--- src/rtl/ps2_key_tx.sv ---
// ----------------------------------------------------------------------------
// ps2_key_tx
//
// PS/2 device-side keystroke transmitter. It takes one key request, either a
// digit (0-9) or a WASD direction in the decoder's encoding, and maps it to a
// scan-code-set-2 make code. It then sends that code as an 11-bit PS/2 frame:
// a start bit, eight data bits LSB first, odd parity and a stop bit. When
// SEND_BREAK is set, the break sequence (F0, code) follows, with an idle gap
// between the bytes.
//
// Parameters
//   CLK_DIV     system clocks per PS/2 clock half-period
//   GAP_CYCLES  idle-high cycles between the bytes of one keystroke
//   SEND_BREAK  1: make, F0, make   0: make only
//
// Ports
//   clk           system clock
//   reset_n       asynchronous active-low reset
//   num_valid     numbers carries a key request (wins over dir_valid)
//   numbers       digit code, 0-9 valid, anything else is dropped
//   dir_valid     directions carries a key request
//   directions    001=w 100=a 011=s 010=d, other codes are dropped
//   host_inhibit  host is holding the PS/2 clock low
//   ready         a key request can be accepted this cycle
//   busy          a keystroke is in progress
//   frame_done    one-cycle pulse after each byte's stop bit completes
//   ps2_clk_o     PS/2 clock, idle high (registered)
//   ps2_data_o    PS/2 data, idle high (registered)
// ----------------------------------------------------------------------------
module ps2_key_tx #(
  parameter int CLK_DIV    = 2500,
  parameter int GAP_CYCLES = 5000,
  parameter bit SEND_BREAK = 1'b1
) (
  input  logic       clk,
  input  logic       reset_n,
  input  logic       num_valid,
  input  logic [4:0] numbers,
  input  logic       dir_valid,
  input  logic [2:0] directions,
  input  logic       host_inhibit,
  output logic       ready,
  output logic       busy,
  output logic       frame_done,
  output logic       ps2_clk_o,
  output logic       ps2_data_o
);

  // One timer serves both the half-bit period and the inter-byte gap.
  localparam int TMAX = (CLK_DIV > GAP_CYCLES) ? CLK_DIV : GAP_CYCLES;
  localparam int TW   = $clog2(TMAX + 1);

  localparam logic [TW-1:0] DIV_LAST = TW'(CLK_DIV - 1);
  localparam logic [TW-1:0] GAP_LAST = TW'(GAP_CYCLES - 1);
  localparam logic [TW-1:0] TIMER_ONE = TW'(1);

  localparam logic [3:0] LAST_BIT  = 4'd10;  // stop bit
  localparam logic [3:0] LAST_ABORTABLE_BIT = 4'd9;  // parity bit
  localparam logic [7:0] BREAK_PREFIX = 8'hF0;

  typedef enum logic [1:0] {
    S_IDLE,
    S_BIT_HI,
    S_BIT_LO,
    S_GAP
  } state_t;

  state_t        state_q,      state_d;
  logic [TW-1:0] timer_q,      timer_d;
  logic [3:0]    bit_idx_q,    bit_idx_d;
  logic [1:0]    byte_idx_q,   byte_idx_d;
  logic [7:0]    code_q,       code_d;
  logic          busy_q,       busy_d;
  logic          frame_done_q, frame_done_d;
  logic          ps2_clk_q,    ps2_clk_d;
  logic          ps2_data_q,   ps2_data_d;

  logic       req_ok;
  logic [7:0] req_code;
  logic [7:0] cur_byte;
  logic       last_byte;
  logic [3:0] bit_idx_inc;

  // Line value for frame bit 'idx' of byte 'b':
  // 0 start, 1..8 data LSB first, 9 odd parity, 10 stop.
  function automatic logic frame_bit(input logic [3:0] idx, input logic [7:0] b);
    logic v;
    v = 1'b1;
    if (idx == 4'd0) begin
      v = 1'b0;
    end else if (idx <= 4'd8) begin
      v = b[3'(idx - 4'd1)];
    end else if (idx == 4'd9) begin
      v = ~^b;
    end
    return v;
  endfunction

  // Request decode. num_valid has priority. A request whose selected code is
  // out of range leaves req_ok low, so it is consumed without any effect.
  always_comb begin
    req_ok   = 1'b1;
    req_code = 8'h00;
    if (num_valid) begin
      case (numbers)
        5'd0:    req_code = 8'h45;
        5'd1:    req_code = 8'h16;
        5'd2:    req_code = 8'h1E;
        5'd3:    req_code = 8'h26;
        5'd4:    req_code = 8'h25;
        5'd5:    req_code = 8'h2E;
        5'd6:    req_code = 8'h36;
        5'd7:    req_code = 8'h3D;
        5'd8:    req_code = 8'h3E;
        5'd9:    req_code = 8'h46;
        default: req_ok   = 1'b0;
      endcase
    end else if (dir_valid) begin
      case (directions)
        3'b001:  req_code = 8'h1D;  // w
        3'b100:  req_code = 8'h1C;  // a
        3'b011:  req_code = 8'h1B;  // s
        3'b010:  req_code = 8'h23;  // d
        default: req_ok   = 1'b0;
      endcase
    end else begin
      req_ok = 1'b0;
    end
  end

  // Byte 1 of a break keystroke is the F0 prefix; bytes 0 and 2 are the code.
  assign cur_byte    = (byte_idx_q == 2'd1) ? BREAK_PREFIX : code_q;
  assign last_byte   = !SEND_BREAK || (byte_idx_q == 2'd2);
  assign bit_idx_inc = bit_idx_q + 4'd1;

  assign ready = (state_q == S_IDLE) && !host_inhibit;

  always_comb begin
    state_d      = state_q;
    timer_d      = timer_q;
    bit_idx_d    = bit_idx_q;
    byte_idx_d   = byte_idx_q;
    code_d       = code_q;
    busy_d       = busy_q;
    frame_done_d = 1'b0;
    ps2_clk_d    = ps2_clk_q;
    ps2_data_d   = ps2_data_q;

    case (state_q)
      S_IDLE: begin
        // The start bit goes on the line in the very next cycle.
        if (ready && req_ok) begin
          state_d    = S_BIT_HI;
          timer_d    = '0;
          bit_idx_d  = 4'd0;
          byte_idx_d = 2'd0;
          code_d     = req_code;
          busy_d     = 1'b1;
          ps2_clk_d  = 1'b1;
          ps2_data_d = 1'b0;
        end
      end

      S_BIT_HI: begin
        if (host_inhibit && (bit_idx_q <= LAST_ABORTABLE_BIT)) begin
          // Host took the bus: release both lines and restart this byte
          // from its start bit once the host lets go.
          state_d    = S_GAP;
          timer_d    = '0;
          bit_idx_d  = 4'd0;
          ps2_clk_d  = 1'b1;
          ps2_data_d = 1'b1;
        end else if (timer_q == DIV_LAST) begin
          state_d   = S_BIT_LO;
          timer_d   = '0;
          ps2_clk_d = 1'b0;
        end else begin
          timer_d = timer_q + TIMER_ONE;
        end
      end

      S_BIT_LO: begin
        if (timer_q == DIV_LAST) begin
          timer_d = '0;
          if (bit_idx_q == LAST_BIT) begin
            bit_idx_d    = 4'd0;
            ps2_clk_d    = 1'b1;
            ps2_data_d   = 1'b1;
            frame_done_d = 1'b1;
            if (last_byte) begin
              state_d    = S_IDLE;
              byte_idx_d = 2'd0;
              busy_d     = 1'b0;
            end else begin
              state_d    = S_GAP;
              byte_idx_d = byte_idx_q + 2'd1;
            end
          end else begin
            state_d    = S_BIT_HI;
            bit_idx_d  = bit_idx_inc;
            ps2_clk_d  = 1'b1;
            ps2_data_d = frame_bit(bit_idx_inc, cur_byte);
          end
        end else begin
          timer_d = timer_q + TIMER_ONE;
        end
      end

      S_GAP: begin
        // An inhibiting host holds the gap timer at zero, so the full gap
        // always follows its release.
        if (host_inhibit) begin
          timer_d = '0;
        end else if (timer_q == GAP_LAST) begin
          state_d    = S_BIT_HI;
          timer_d    = '0;
          bit_idx_d  = 4'd0;
          ps2_clk_d  = 1'b1;
          ps2_data_d = 1'b0;
        end else begin
          timer_d = timer_q + TIMER_ONE;
        end
      end

      default: begin
        state_d = S_IDLE;
      end
    endcase
  end

  always_ff @(posedge clk or negedge reset_n) begin
    if (!reset_n) begin
      state_q      <= S_IDLE;
      timer_q      <= '0;
      bit_idx_q    <= 4'd0;
      byte_idx_q   <= 2'd0;
      code_q       <= 8'h00;
      busy_q       <= 1'b0;
      frame_done_q <= 1'b0;
      ps2_clk_q    <= 1'b1;
      ps2_data_q   <= 1'b1;
    end else begin
      state_q      <= state_d;
      timer_q      <= timer_d;
      bit_idx_q    <= bit_idx_d;
      byte_idx_q   <= byte_idx_d;
      code_q       <= code_d;
      busy_q       <= busy_d;
      frame_done_q <= frame_done_d;
      ps2_clk_q    <= ps2_clk_d;
      ps2_data_q   <= ps2_data_d;
    end
  end

  assign busy       = busy_q;
  assign frame_done = frame_done_q;
  assign ps2_clk_o  = ps2_clk_q;
  assign ps2_data_o = ps2_data_q;

endmodule

--- config.mk ---
export PLATFORM = sky130hd
export DESIGN_NAME = ps2_key_tx
export DESIGN_NICKNAME = d
export VERILOG_FILES = /design/src/rtl/ps2_key_tx.sv
export SDC_FILE = /design/constraint.sdc
export NUM_CORES = 1
export LEC_CHECK = 0
export CAP_MARGIN = 25
export CORE_AREA = 5 5 97 99
export DETAILED_ROUTE_END_ITERATION = 16
export DIE_AREA = 0 0 102 104
export PLACE_DENSITY_LB_ADDON = 0.08
export SLEW_MARGIN = 30
export SYNTH_ARGS = -nofsm -noshare
export SYNTH_HDL_FRONTEND = slang
export SYNTH_SLANG_ARGS = --single-unit
--- constraint.sdc ---
create_clock -name clk -period 3.71 [get_ports clk]
set_clock_uncertainty 0.05 [all_clocks]
set_input_delay 0.9275 -clock clk [delete_from_list [all_inputs] [get_ports clk]]
set_output_delay 0.9275 -clock clk [all_outputs]
set_load 0.005 [all_outputs]
* After elaboration in Yosys (flattened, before gate mapping) *
Cells that the tools add are included.

operators by class
  $add $sub $neg = 4
  magnitude comparators = 3
  equal/unequal tests = 30
  multiplexer cells = 62
  reductions and logical operators = 16

operators by type and width
  kind                     count
  $pmux W7 S10             1
  $mux W13                 5
  $pmux W13 S4             1
  $mux W1                  26
  $mux W2                  12
  $mux W4                  6
  $pmux W6 S4              1
  $eq A5 B3 Y1 const B     4
  $mux W8                  2
  $pmux W4 S4              1
  $reduce_and A5 Y1        3
  $add A13 B1 Y13 const B  1
  $eq A13 B12 Y1 const B   1
  $eq A13 B13 Y1 const B   1
  $ne A2 B2 Y1 const B     6
  $eq A5 B2 Y1 const B     2
  $eq A5 B4 Y1 const B     2
  $reduce_or A10 Y1        1
  $eq A4 B4 Y1 const B     2
  $le A4 B4 Y1 const B     2
  $pmux W1 S4              2
  $pmux W2 S4              1
  $reduce_xnor A8 Y1       1
  $eq A2 B2 Y1 const B     3
  other kinds (24)         28

word-level totals
  flip-flop bits (word level) = 33
  input port bits = 13
  output and inout bits = 5

* Logic depth before layout (Yosys ltp) *
Gate-level depths: netlist of the first run.

  depth in word-level cells = 9
  depth in mapped cells = 10
  mapped depth without buffers = 8

* Worst setup path after synthesis of the first run *
OpenSTA, ideal clock, no wires.

  path kind = register to register
  start point = register bit_idx_q[0]
  end point = register timer_q[10]
  setup time = 104 ps
  arrival time = 2324 ps
  data required time = 3556 ps
  slack = 1232 ps
  stages on the path, launching flop included = 11
  buffers on the path = 2
  clock period less this slack = 2478 ps
  cells stage by stage = dfrtp_1 clkbuf_1 inv_1 ha_1 o21ba_2 o21ai_0 a21oi_1 o21ai_2 clkbuf_1 nand4_1 o311ai_1

on the way
  longest elaborated chain between the ends = 4

ends and longest elaborated chain
  item                      line  source
  start: declaration        70    logic [3:0] bit_idx_q, bit_idx_d;
  start signal: assignment  245   bit_idx_q <= bit_idx_d;
  $le A4 B4 Y1              165   if (host_inhibit && (bit_idx_q <= LAST_ABORTABLE_BIT)) begin
  $logic_and A1 B1 Y1       165
  $mux W13                  165
  $pmux W13 S4              149   case (state_q)
  end signal: assignment    244   timer_q <= timer_d;
  end: declaration          69    logic [TW-1:0] timer_q, timer_d;

No other way between the ends.
A chain may end at the register's enable or synchronous reset.

* Final worst setup path of the first run *
  start point = input host_inhibit
  end point = output ready

on the way
  longest elaborated chain between the ends = 2

ends and longest elaborated chain
  item                 line  source
  start: declaration   41    input logic host_inhibit,
  $logic_not A1 Y1     136   assign ready = (state_q == S_IDLE) && !host_inhibit;
  $logic_and A1 B1 Y1  136
  end: declaration     42    output logic ready,

No other way between the ends.

==> flow_summary.ini, run 1 <==
[status]
status = completed

[power_and_ir_drop]
clkPwrFrac_pct = 39.9
ir_drop_mv = 0.0970
p_leak_uw = 0.00105
p_per_area_mw_per_mm2 = 263
swShare_pct = 24.8
p_seq_share_pct = 50.2
combPwrFrac_pct = 9.9
p_int_uw = 536
power.net_switching_uw = 177

[worst_setup_path]
required_ns = 2.73
critPathBufInv = 2
timing.critical_path.from_type = primary input
arrival_ns = 2.27
cp_slowest_cell = clkdlybuf4s50_1
crit_chain = clkdlybuf4s50_1, nor2_1, clkdlybuf4s50_1
path_max_fanout = 6
end_kind = primary output
critical-path-top-delay-family = buffers and inverters
slowest_delay_ns = 0.56
cp_common_cell = clkdlybuf4s50_1
critPathKind = in -> out

[clock_network]
numCtsBuffers = 5
ctsResizeCount = 0
clkTransAtPathRegs_ns = 0.07
cts_hold_buf = 0
cts_tree = done
root_buffer = clkbuf_8
insertion_delay_ns = 0.29
clockBufferDepth = 2
post_cts_buffers = 0
cts_sinks = 32
htree_levels = 2

[hold_path]
hold_class = reg -> reg

[sta]
setup_tns_ns = 0
hold_viol = 0
max_slew_margin_pct = 61.3
fin_crit_sh_pct = 87.4
period_needed_ns = 3.24
drv_slew = 0
rsz0062_at_grt = no
setup_viol = 0
max_freq_mhz = 308
tightest_slew_ns = 0.575
whs_ns = 0.414

[global_routing]
grt_util_all_layers_pct = 11.2
grt_pass1_wl_um = 9460
antenna_found_initial = 0
gr-total-overflow = 0
grt_max_degree = 33
grt_pass1_vias = 1883

[place]
dp_hpwl_um = 4130
gp_congestion = 0.762
place_inst = 395
io_buffers = 17

[drt]
drtIter0Drc = 66
postRouteAntennaNets = 0
num_vias = 1982
drcViolationCount = 0
drt-wirelength-per-cell_um = 13.8
wl_um = 5560
vias_per_cell = 4.92
drtPass1Iterations = 4

[floorplan]
pin_count = 18
fp.dieW_um = 102
die_area_mm2 = 0.0106
coreArea_mm2 = 0.00847
die_y_um = 104
initial_core_util_pct = 27.2
row_count = 34

[synth]
yosysUniqueCellTypes = 53
yosys.area.top_type_share_pct = 32.6
synth_top_cell_by_area = dfrtp_1
synth-main-ff-cell = dfrtp_1
netlist_top_cells_area = dfrtp_1, nand2_1, o21ai_0, ha_1, inv_1
postSynthCellCount = 274
synth_warnings = 0
ys_async_sr_fraction_pct = 100
synth-edff-count = 0
synth_nets = 298
synth_area_mm2 = 0.00230
ys_seq_area_share_pct = 34.9
synth-seq-cells = 32
syn_avg_cell_area_um2 = 8.40

[final_layout]
insertedDiodeCount = 0
layout-drive-gt1-share_pct = 10.8
syn2layout_area_growth_pct = 17.8
finalNonFillerCells = 403
final_nets = 318

[flow_run]
max-cap-violations = 0
## registers in the layout (all words and copies together), names as in the netlist
register,flops
timer_q,13
code_q,7
bit_idx_q,4
byte_idx_q,2
state_q,2
busy,1
frame_done,1
ps2_clk_o,1
ps2_data_o,1
## synth_stat cells (2+ instances only)
cell	number
o211ai_1	4
nor2_1	15
nand3b_1	2
ha_1	11
inv_1	20
nand4_1	4
clkbuf_1	11
nand3_1	11
o21ai_1	4
nand4b_1	2
o21ai_0	30
nor4bb_1	2
inv_2	2
nor2b_1	4
dfrtp_1	30
xnor3_1	2
mux2_2	4
o21ai_2	2
a21oi_1	12
nand2_1	40
a22o_1	2
xnor2_1	7
nor3_1	6
a31oi_1	8
nor4_1	2
nand2b_1	2
or3_1	3
o31ai_1	2
mux2i_1	2
and3_1	3
dfstp_2	2
a32oi_1	2
## tightest hold or removal path, stage by stage (launching register included)
cell	delay, ns
dfstp_2	0.37
nand2_1	0.05
nand2_1	0.05
## power groups by stage
stage	Clock (µW)	Sequential [µW]	Combinational [µW]
final	284	358	70.5
after global routing	311	359	80.4
after CTS	297	358	72.3
after detailed placement	0	365	72.0
after global placement	0	365	71.9
after floorplan	0	364	37.8
## routing by layer
layer | part of all wire, % | global-route usage (%)
met1 | 48 | 14.8
met4 | 1.6 | 3.47
met3 | 2.6 | 2.68
met5 | 0 | 0
met2 | 48 | 17.8
## stage by stage
stage          util (%)  power [µW]  worst slack [ns]  instance area [µm²]
6_report           32.0         713             0.466                 2710
5_1_grt            32.0         751             0.389                 2710
3_5_place_dp       30.9         437             0.447                 2620
3_3_place_gp       30.9         437             0.475                 2620
2_1_floorplan         -         402              1.23                 2300
4_1_cts            32.0         727             0.431                 2710
## final timing paths
| path | cells after the start | from | endpoint | slack [ns] |
|---|---|---|---|---|
| min in group asynchronous | 2 | reset_n | timer_q[6] | 0.99 |
| max in group asynchronous | 2 | reset_n | ps2_data_o | 2.26 |
| hold / removal | 2 | ps2_clk_o | ps2_clk_o | 0.41 |
| setup / recovery | 3 | host_inhibit | ready | 0.47 |
| setup reg to reg | 9 | bit_idx_q[0] | timer_q[11] | 1.19 |
| hold reg to reg | 2 | ps2_clk_o | ps2_clk_o | 0.41 |
## cell usage in the layout, fill, tap and decap left out, types with 2 or more instances in the layout
cell type / Yosys / final
a21oi_1: 12 / 12
a22o_1: 2 / 2
a31oi_1: 8 / 8
a32oi_1: 2 / 2
and3_1: 3 / 3
buf_4: 0 / 7
clkbuf_8: 0 / 6
clkdlybuf4s50_1: 0 / 17
clkinv_2: 0 / 2
dfrtp_1: 30 / 30
dfstp_2: 2 / 2
ha_1: 11 / 11
inv_1: 20 / 20
inv_2: 2 / 2
mux2_2: 4 / 4
mux2i_1: 2 / 2
nand2_1: 40 / 40
nand2b_1: 2 / 2
nand3_1: 11 / 11
nand3b_1: 2 / 2
nand4_1: 4 / 4
nand4b_1: 2 / 2
nor2_1: 15 / 15
nor2b_1: 4 / 4
nor3_1: 6 / 6
nor4_1: 2 / 2
nor4bb_1: 2 / 2
o211ai_1: 4 / 4
o21ai_0: 30 / 30
o21ai_1: 4 / 4
o21ai_2: 2 / 2
o31ai_1: 2 / 2
or3_1: 3 / 3
xnor2_1: 7 / 7
xnor3_1: 2 / 2
## logic make-up (layout without fill, tap and decap cells)
logic type,count (synthesis),after routing,synth area share (%)
adders and majority gates,11,11,5.98
DFF,32,32,34.9
xor gates and xnor gates,9,9,4.62
muxes,7,7,3.81
and+or+nand+nor,102,102,22.7
buffers and inverters,33,54,5.38
AOI/OAI and AO/OA,80,80,22.6
## layout make-up
class / instances / area [µm²]
flip-flops and latches: 32 / 803
inverters: 22 / 82.6
fillers: 909 / 5760
multi-input cells: 209 / 1370
well taps: 108 / 135
clock buffers: 6 / 82.6
repair buffers: 24 / 223
clock inverters: 2 / 10.0
Note: power is estimated with default switching activity, not from simulation.
==> run 2: changes to the inputs <==
--- a/config.mk
+++ b/config.mk
@@ -10,6 +10,7 @@
 export DETAILED_ROUTE_END_ITERATION = 16
 export DIE_AREA = 0 0 102 104
 export PLACE_DENSITY_LB_ADDON = 0.08
+export RECOVER_POWER = 50
 export SLEW_MARGIN = 30
 export SYNTH_ARGS = -nofsm -noshare
 export SYNTH_HDL_FRONTEND = slang
==> run 2 against run 1 <==
The flow now finishes with violations (max-capacitance violations, max-slew violations). Fmax about the same. Worst hold slack about the same. Final area down 0.37%. Global-route usage unchanged. Critical path depth unchanged. Via count down 0.40%. Count of clock-buffer cells in the layout unchanged. Core utilization down 0.12 points. Die area unchanged. Critical path type unchanged. Highest routed layer unchanged.
==> flow_summary.ini, run 2 (same netlist as run 1, synthesis figures left out) <==
[clock_network]
ctsResizeCount = 0
htree_levels = 2
numCtsBuffers = 5
cts_tree = done
clkTransAtPathRegs_ns = 0.07
root_buffer = clkbuf_8
cts_hold_buf = 0
insertion_delay_ns = 0.29
clockBufferDepth = 2
post_cts_buffers = 0
cts_sinks = 32

[power_and_ir_drop]
clkPwrFrac_pct = 39.9
p_seq_share_pct = 50.3
swShare_pct = 24.9
power.net_switching_uw = 177
p_int_uw = 535
combPwrFrac_pct = 9.8
total_power_uw = 713
p_leak_uw = 0.00105
ir_drop_mv = 0.0970
p_per_area_mw_per_mm2 = 264

[floorplan]
fp.dieW_um = 102
pin_count = 18
coreArea_mm2 = 0.00847
die_area_mm2 = 0.0106
row_count = 34
die_y_um = 104
initial_core_util_pct = 27.2

[drt]
drt-wirelength-per-cell_um = 13.8
postRouteAntennaNets = 0
wl_um = 5570
drcViolationCount = 0
vias_per_cell = 4.90
num_vias = 1974
drtPass1Iterations = 4
drtIter0Drc = 66

[sta]
max_freq_mhz = 308
setup_ws_ns = 0.466
hold_viol = 0
rsz0062_at_grt = no
setup_viol = 0
fin_crit_sh_pct = 87.4
period_needed_ns = 3.24
max_slew_margin_pct = -22.3
tightest_slew_ns = 1.84
setup_tns_ns = 0
drv_slew = 33

[final_layout]
largestRegisters = timer_q (13), code_q (7), bit_idx_q (4)
finalNonFillerCells = 403
insertedDiodeCount = 0
syn2layout_area_growth_pct = 17.3
final_nets = 318
largest_register = timer_q
layout_common_cells = nand2_1, o21ai_0, dfrtp_1
final_common_cell = nand2_1
largest_reg_flops = 13
layout-drive-gt1-share_pct = 10.2

[worst_setup_path]
crit_chain = clkdlybuf4s50_1, nor2_1, clkdlybuf4s50_1
timing.critical_path.from_type = primary input
arrival_ns = 2.27
path_max_fanout = 6
cp_common_cell = clkdlybuf4s50_1
end_kind = primary output
required_ns = 2.73
critical-path-top-delay-family = buffers and inverters
critPathBufInv = 2
cp_slowest_cell = clkdlybuf4s50_1
r2r_setup_slack_ns = 1.18
critPathKind = in -> out
slowest_delay_ns = 0.56

[place]
place_inst = 395
dp_hpwl_um = 4130
dp_slack_ns = 0.447
io_buffers = 17
gp_congestion = 0.762

[global_routing]
grt_pass1_wl_um = 9460
grt_util_all_layers_pct = 11.2
antenna_found_initial = 0
grt_max_degree = 33
gr-total-overflow = 0
grt_pass1_vias = 1883

[hold_path]
hold_class = reg -> reg

[status]
status = finished, violations left
violations = max-capacitance violations, max-slew violations

[flow_run]
max-cap-violations = 1
-- run 2: changes by cell type in the layout (fill, tap and decap cells not counted) --
cell	previous run	this run
clkdlybuf4s50_1	17	15
dlygate4sd3_1	0	2
buf_4	7	6
clkbuf_1	0	1
nor4_1	2	3
nor4_2	1	0
-- run 2: worst paths after layout --
kind | start | endpoint | cells after the start
worst max-delay path | host_inhibit | ready | 3
worst min-delay path | ps2_clk_o | ps2_clk_o | 2
worst max register to register | bit_idx_q[0] | timer_q[11] | 9
worst min register to register | ps2_clk_o | ps2_clk_o | 2
max in group asynchronous | reset_n | code_q[6] | 2
min in group asynchronous | reset_n | timer_q[3] | 2
-- run 2: power by group through the flow --
stage               logic (µW)  registers [µW]  clock network [µW]
floorplan                 37.8             364                   0
global placement          71.9             365                   0
detailed placement        72.0             365                   0
CTS                       72.3             358                 297
global route              79.6             359                 311
finish                    69.8             358                 284
-- run 2: final cells by class --
type / instances / area [µm²]
multi-input combinational: 209 / 1370
clock inverter: 2 / 10.0
timing repair buffer: 24 / 219
clock buffer: 6 / 82.6
fill: 911 / 5770
inverter: 22 / 82.6
sequential: 32 / 803
tap: 108 / 135
-- run 2: per-stage QoR --
stage | cell area (µm²) | util (%) | hold slack [ns]
3_5_place_dp | 2620 | 30.9 | 0.408
4_1_cts | 2710 | 32.0 | 0.420
5_1_grt | 2700 | 31.9 | 0.447
6_report | 2700 | 31.9 | 0.414
2_1_floorplan | 2300 | - | 0.398
3_3_place_gp | 2620 | 30.9 | 0.420
-- run 2: tightest hold or removal path: cells and delay by family, from the launching register on --
family           cells  cell delay (ns)
flip-flops           1             0.37
AND/OR/NAND/NOR      2             0.10
-- run 2: layer usage --
layer | track usage, % | up-vias | part of all wire, %
met5 | 0 | - | 0
met4 | 3.47 | 0 | 1.6
met3 | 2.68 | 8 | 2.8
met2 | 17.8 | 22 | 48
met1 | 14.8 | 921 | 48
li1 | - | 1023 | -
